**src/rtl/serial_pkg.sv**
```systemverilog
// Shared types and constants for the serial word receiver.
package serial_pkg;
    typedef enum logic {IDLE = 1'b0, SHIFT = 1'b1} tRxState;
    localparam int WORD36 = 36;
endpackage

```
**src/rtl/serial_rx_ctr.sv**
```systemverilog
// Loadable bit counter; last flags the position of the final bit of a word.
module serial_rx_ctr #(
    parameter int CW   = 6,
    parameter int TERM = 36
) (
    input  logic          clk,
    input  logic          rst_n,
    input  logic          load,
    input  logic          inc,
    input  logic          clr,
    output logic [CW-1:0] count,
    output logic          last
);
    always_ff @(posedge clk or negedge rst_n) begin
        if (!rst_n)    count <= '0;
        else if (load) count <= CW'(1);
        else if (clr)  count <= '0;
        else if (inc)  count <= count + 1'b1;
    end

    assign last = (count == CW'(TERM - 1));
endmodule

```
**src/rtl/serial_word_rx.sv**
```systemverilog
// Serial-to-parallel word receiver with output holding register and sticky errors.
// Define SERIAL_WORD_RX_PARITY_EN to add a trailing odd-parity bit and parity_err.
module serial_word_rx
    import serial_pkg::*;
#(
    parameter int WIDTH = WORD36
) (
    input  logic             clk,
    input  logic             rst_n,
    input  logic             shen,
    input  logic             sin,
    input  logic             frame,
    input  logic             lsbf,
    output logic [WIDTH-1:0] word,
    output logic             valid,
    input  logic             ready,
    output logic             busy,
    output logic             overrun,
    output logic             frame_err,
`ifdef SERIAL_WORD_RX_PARITY_EN
    output logic             parity_err,
`endif
    input  logic             clr_err
);
`ifdef SERIAL_WORD_RX_PARITY_EN
    localparam int NB = WIDTH + 1;
`else
    localparam int NB = WIDTH;
`endif
    localparam int CW = $clog2(NB + 1);

    tRxState          state;
    logic [WIDTH-1:0] shreg, ins;
    logic             lsbf_q, last;
    logic [CW-1:0]    count;
    logic             start, shifting, complete, dir;
    int               idx, pos;

    assign start    = shen & frame;
    assign shifting = (state == SHIFT) & shen & ~frame;
    assign complete = shifting & last;
    assign busy     = (state == SHIFT);

    serial_rx_ctr #(.CW(CW), .TERM(NB)) u_ctr (
        .clk   (clk),
        .rst_n (rst_n),
        .load  (start),
        .inc   (shifting & ~last),
        .clr   (complete),
        .count (count),
        .last  (last)
    );

    // A frame bit always starts from an empty register; the parity bit (idx==WIDTH) is not stored.
    always_comb begin
        dir = start ? lsbf : lsbf_q;
        idx = start ? 0 : int'(count);
        pos = dir ? idx : WIDTH - 1 - idx;
        ins = start ? '0 : shreg;
        for (int i = 0; i < WIDTH; i++)
            if (i == pos && idx < WIDTH) ins[i] = sin;
    end

    always_ff @(posedge clk or negedge rst_n) begin
        if (!rst_n) begin
            state      <= IDLE;
            shreg      <= '0;
            lsbf_q     <= 1'b0;
            word       <= '0;
            valid      <= 1'b0;
            overrun    <= 1'b0;
            frame_err  <= 1'b0;
`ifdef SERIAL_WORD_RX_PARITY_EN
            parity_err <= 1'b0;
`endif
        end else begin
            if (start) begin
                state  <= SHIFT;
                shreg  <= ins;
                lsbf_q <= lsbf;
            end else if (shifting) begin
                shreg <= ins;
                if (last) state <= IDLE;
            end

            if (complete && (!valid || ready)) begin
                word  <= ins;
                valid <= 1'b1;
            end else if (valid && ready) begin
                valid <= 1'b0;
            end

            // A new error in the same cycle as clr_err keeps the flag set.
            overrun    <= (complete & valid & ~ready) | (overrun & ~clr_err);
            frame_err  <= (start & (state == SHIFT)) | (frame_err & ~clr_err);
`ifdef SERIAL_WORD_RX_PARITY_EN
            parity_err <= (complete & ~(^{shreg, sin})) | (parity_err & ~clr_err);
`endif
        end
    end
endmodule

```
**config.mk**
```make
export PLATFORM = sky130hd
export DESIGN_NAME = serial_word_rx
export DESIGN_NICKNAME = d
export VERILOG_FILES = /design/src/rtl/serial_pkg.sv /design/src/rtl/serial_rx_ctr.sv /design/src/rtl/serial_word_rx.sv
export SDC_FILE = /design/constraint.sdc
export NUM_CORES = 1
export LEC_CHECK = 0
export ABC_AREA = 1
export BUFFER_PORTS_ARGS = -buffer_cell sky130_fd_sc_hd__buf_2
export CAP_MARGIN = 20
export CORE_MARGIN = 4
export CORE_UTILIZATION = 55
export CTS_CLUSTER_SIZE = 28
export DETAILED_ROUTE_END_ITERATION = 6
export HOLD_SLACK_MARGIN = 0.12
export PLACE_DENSITY = 0.75
export SETUP_SLACK_MARGIN = 0.2
export SYNTH_ARGS = -nofsm -noshare
export SYNTH_HDL_FRONTEND = slang
export SYNTH_SLANG_ARGS = --single-unit
```
**constraint.sdc**
```tcl
create_clock -name clk -period 3.9 [get_ports clk]
set_input_delay 0.78 -clock clk [delete_from_list [all_inputs] [get_ports clk]]
set_output_delay 0.78 -clock clk [all_outputs]
set_load 0.01 [all_outputs]
```
==> results_dict.tcl, run 1 <==
set metrics [dict create \
    status "finished clean" \
    synthMuxAreaShare 0 \
    cts_hold_buf 0 \
    finalSetupViolations 0 \
    grt_max_degree 84 \
    hold_class "in -> async" \
    critical_path_required_ps 4150 \
    setup.worst_path.start_class "primary input" \
    synth_adder_area_share 0.00851 \
    path_buf_inv 3 \
    ant_nets 0 \
    initial_core_util 0.568 \
    clk_path_buf_depth 2 \
    critPathArrivalTime_ps 3060 \
    powerDensity_nw_per_um2 445 \
    nNetsFinal 659 \
    die-area_um2 9510 \
    clock_sinks 83 \
    n_antenna_cell 0 \
    relSlewSlack 0.563 \
    area_delta_synth_final_pct 12.1 \
    timing.fmax_mhz 356 \
    routed_wl_mm 11.2 \
    antenna_found_initial 0 \
    gp_congestion 0.960 \
    worstMarginPinSlew_ps 654 \
    synth_top_family_by_area "simple AND/OR/NAND/NOR gates" \
    worst_path_most_repeated_cell "nand3_1" \
    placed_cells 738 \
    die_y_um 97.5 \
    cts_tree "done" \
    rsz0062_at_grt "no" \
    ys_seq_area_frac 0.471 \
    synth-compound-area-share 0.0162 \
    grt_pass1_wl_mm 19.0 \
    core-area_um2 7770 \
    postPlaceCellArea_um2 4690 \
    vias_per_cell 5.65 \
    reg2reg_to "word[5]" \
    tns_ps 0 \
    clk_latency_ps 360 \
    cts_root_buf "clkbuf_8" \
    ys_seq_elements 83 \
    synth.net_count 624 \
    worst-path-stages 13 \
    design_area_um2 4940 \
    yosys_warnings 0 \
    reg2reg_depth 11 \
    via_count 4258 \
    r2r-start "u_ctr.count[2]" \
    overflow 0 \
    stdcell_count 754 \
    firstDrtPassIters 7 \
    drtIter0Drc 372 \
    cts_buffers 9 \
    multi_input_area_um2 2110 \
    cp-end-kind "flop" \
    leakage_nw 2.80 \
    synth-xor-area-share 0.00596 \
    cts_max_level 3 \
    ff2ff_setup_slack_ps 1730 \
    syn_inst 613 \
    cts_resized 0 \
    drv_cap 0 \
    design.portCount 48 \
    ir_drop_uv 220 \
    cp_slowest_stage_delay_ps 460 \
    seqCellArea_um2 2080 \
    crit_family "simple AND/OR/NAND/NOR gates" \
    path_cells "buf_2, nand2_2, nand2_2, ha_1, inv_1, nand3_1, nand2_1, a21oi_1, a21oi_2, buf_4, nand3_1, nand3_1, nand2_1" \
    drc 0 \
    clk_pin_slew_ps 90 \
    grt_pass1_vias 4066 \
    fin_crit_ps 2810 \
    ys_types 29 \
    die_w_um 97.5 \
    finClkSkew_ps 11.4 \
    place.port_buffers 47 \
    post-route-period-util 0.720 \
    rows 32 \
    finalHoldViolations 0 \
    power_mw 2.20 \
    post_cts_buffers 0 \
    crit_type "in -> reg" \
    drive_above_1_share 0.130 \
    syn_area_per_cell_um2 7.19 \
    final-max-slew-violation-count 0 \
    synth_area_um2 4410 \
    cp_max_fo 32 \
    wl_per_cell_um 14.8 \
    worst_path_max_delay_cell "nand2_2" \
    grt_usage 0.244 \
    synth-simple-area-share 0.448 \
    dpl.hpwl_mm 7.25 \
    fillCellCount 698 \
]
## metrics by stage
| step | util | setup WS [ps] | hold slack [ps] |
|---|---|---|---|
| detailed placement | 0.604 | 746 | 461 |
| floorplan | - | 1310 | 449 |
| finish | 0.637 | 1090 | 278 |
| CTS | 0.633 | 1130 | 482 |
| global route | 0.637 | 912 | 277 |
| global placement | 0.604 | 875 | 457 |
## layout make-up
cell class,count,area share
Clock buffer,11,0.0306
Clock inverter,4,0.0149
Inverter,21,0.0159
Multi-Input combinational cell,477,0.427
Sequential cell,83,0.420
Tap cell,102,0.0258
Timing Repair Buffer,56,0.0658
## registers in the layout, summed over array words and instances, names as in the netlist
register,count
shreg,36
word,36
u_ctr.count,6
busy,1
frame_err,1
lsbf_q,1
overrun,1
valid,1
## synthesized netlist by cell type, drive strengths merged
master  instances  share of area
a21oi           2         0.0031
a22oi           1         0.0017
a32o            1         0.0023
buf            17          0.020
clkbuf         15          0.013
clkinv          1        0.00085
dfrtp          83           0.47
ha              3         0.0085
inv            20          0.017
nand2         280           0.24
nand3         125           0.14
nand4          19          0.028
nor2           35          0.033
nor3            1         0.0011
o21ai           3         0.0034
o22ai           4         0.0057
xnor2           1         0.0020
xor2            2         0.0040
## cells in the final DEF (no fill, tap or decap), drive strengths merged
cell and n:
ha 3, nand2 280, a32o 1, clkbuf 11
nand4 19, clkinv 3, nand3 125, inv 20
xor2 2, a21oi 2, bufinv 2, o21ai 3
o22ai 4, nor3 1, dfrtp 83, buf 56
nor2 35, a22oi 1, xnor2 1
## how the worst max path moves through the flow
stage,slack (ps),startpoint,end
6_report,1090,frame,word[5]
5_1_grt,910,frame,word[33]
4_1_cts,1130,frame,word[5]
3_5_place_dp,750,frame,word[5]
3_3_place_gp,880,frame,word[14]
2_1_floorplan,1310,frame,shreg[10]
## power breakdown
group | total [mW] | switching (mW) | internal, mW
clock network | 0.705 | 0.313 | 0.392
logic | 0.501 | 0.358 | 0.143
registers | 0.992 | 0.0552 | 0.937
## cells by family after synthesis
group | count (synthesis)
AOI/OAI and AO/OA | 11
xor gates and xnor gates | 3
adders and majority gates | 3
buffers and inverters | 53
DFF | 83
and+or+nand+nor | 460
## worst reg2reg max path, delay by kind of cell, from the launching register on
family,cells,cell delay (ps)
DFF,1,450
and+or+nand+nor,6,760
adders and majority gates,1,290
buffers and inverters,2,390
AOI/OAI and AO/OA,2,180
## metal layers
layer  global-route usage  up-vias  wire (µm)
met2                0.379      157       5190
met3               0.0495       25        704
met4                0.104        0        254
li1                     -     2063          -
met5                    0        -          0
met1                0.331     2013       5030
Power figures use the tool's default switching activity.
==> inputs of run 2 (changes only) <==
Clock period 3.9 ns to 2.6 ns, I/O delays scaled along.
==> run 2 against run 1 <==
Design area is 0.63% higher. Combinational power grew 57%. Clock-buffer cell count fell by 1. First-iteration DRC count rose by 17%. Global-route usage up 0.11 points. Setup slack worse by 580 ps. Highest routed layer unchanged. Via count shrank 0.14%.
==> results_dict.tcl, run 2 (same netlist as run 1, synthesis figures left out) <==
set metrics [dict create \
    status "finished clean" \
    cts_hold_buf 0 \
    finClkSkew_ps 10.9 \
    initial_core_util 0.568 \
    leakage_nw 2.81 \
    wl_per_cell_um 14.8 \
    drive_above_1_share 0.134 \
    die_y_um 97.5 \
    power_mw 3.25 \
    worstMarginPinSlew_ps 1090 \
    area_delta_synth_final_pct 12.9 \
    clock_sinks 83 \
    rsz0062_at_grt "no" \
    fin_crit_ps 2080 \
    ir_drop_uv 299 \
    via_count 4252 \
    overflow 0 \
    finalHoldViolations 0 \
    n_antenna_cell 0 \
    worst_path_max_delay_cell "dfrtp_1" \
    cts_root_buf "clkbuf_8" \
    drc 0 \
    dpl.hpwl_mm 7.43 \
    setup_slack_ps 515 \
    cp_max_fo 8 \
    final_cell_mix "nand2_1, nand3_1, dfrtp_1" \
    multi_input_area_um2 2110 \
    cts_tree "done" \
    nNetsFinal 661 \
    post-route-period-util 0.802 \
    postPlaceCellArea_um2 4760 \
    final-max-slew-violation-count 0 \
    seqCellArea_um2 2080 \
    post_cts_buffers 0 \
    gp_congestion 0.819 \
    ant_nets 0 \
    timing.fmax_mhz 480 \
    vias_per_cell 5.62 \
    cts_resized 0 \
    cts_max_level 3 \
    die_w_um 97.5 \
    die-area_um2 9510 \
    routed_wl_mm 11.2 \
    final_util 0.641 \
    final_common_cell "nand2_1" \
    clk_pin_slew_ps 90 \
    drtIter0Drc 436 \
    clk_latency_ps 360 \
    grt_pass1_vias 3928 \
    setup.worst_path.start_class "flop" \
    fillCellCount 688 \
    finalSetupViolations 0 \
    relSlewSlack 0.266 \
    clk_path_buf_depth 2 \
    powerDensity_nw_per_um2 654 \
    place.port_buffers 47 \
    drv_cap 0 \
    firstDrtPassIters 4 \
    cp_slowest_stage_delay_ps 450 \
    grt_pass1_wl_mm 19.1 \
    crit_type "reg -> reg" \
    design_area_um2 4980 \
    tns_ps 0 \
    rows 32 \
    cp-end-kind "flop" \
    grt_usage 0.245 \
    pre_cts_slack_ps 251 \
    critPathArrivalTime_ps 2340 \
    largestRegisters "shreg: 36 flops, word: 36 flops, u_ctr.count: 6 flops" \
    design.portCount 48 \
    grt_max_degree 48 \
    core-area_um2 7770 \
    critical_path_required_ps 2850 \
    hold_class "in -> async" \
    antenna_found_initial 0 \
    cts_buffers 9 \
    path_cells "nand2_2, ha_1, nand2_1, nand3_1, nor2_1, nand4_1, nand3_1, nand2_1" \
]
## run 2: changes by cell type in the layout (fill, tap and decap cells not counted)
cell | previous run | this run
clkbuf_8 | 11 | 10
inv_8 | 0 | 1
buf_12 | 0 | 4
buf_16 | 1 | 0
bufinv_16 | 2 | 1
clkinv_4 | 1 | 2
clkinv_2 | 1 | 0
buf_4 | 9 | 8
clkinvlp_4 | 0 | 2
## run 2: area by class of cell
cell class	instances	share of cell area
repair buffers	58	0.0744
clock buffers	10	0.0277
well taps	102	0.0256
clock inverters	6	0.0148
inverters	21	0.0158
flip-flops and latches	83	0.417
multi-input cells	477	0.424
## run 2: critical path, delay by kind of cell (launching register included)
kind | cells | cell delay [ps]
adder cells (fa/ha/maj) | 1 | 340
flip-flops | 1 | 450
AND/OR/NAND/NOR | 7 | 1190
## run 2: path summary, 6_finish.rpt
check                                     from        end  slack, ps  depth (start not counted)
worst max-delay path            u_ctr.count[2]  shreg[21]        520                          8
worst min-delay path                     rst_n    word[1]        170                          1
worst max register to register  u_ctr.count[2]  shreg[21]        520                          8
worst min register to register         word[3]    word[3]        480                          2
max in group asynchronous                rst_n   word[18]       1820                          2
min in group clk                       clr_err    overrun        360                          2
## run 2: power by group
part	leakage, nW	internal, mW	total (mW)	switching (mW)
combinational	1.57	0.244	0.785	0.541
sequential	1.14	1.41	1.49	0.0837
clock	0.101	0.480	0.979	0.500
## run 2: stage by stage
step                      instances  hold slack [ps]
final                           757              173
after global placement          741              457
after global routing            757              213
after floorplan                 613              224
after CTS                       757              187
after detailed placement        741              461
## run 2: layer usage
layer,wire length [µm],global-route usage,vias to the layer above
met5,0,0,-
met4,210,0.0980,0
met3,795,0.0459,27
met2,5100,0.357,187
met1,5060,0.359,1969
li1,-,-,2069
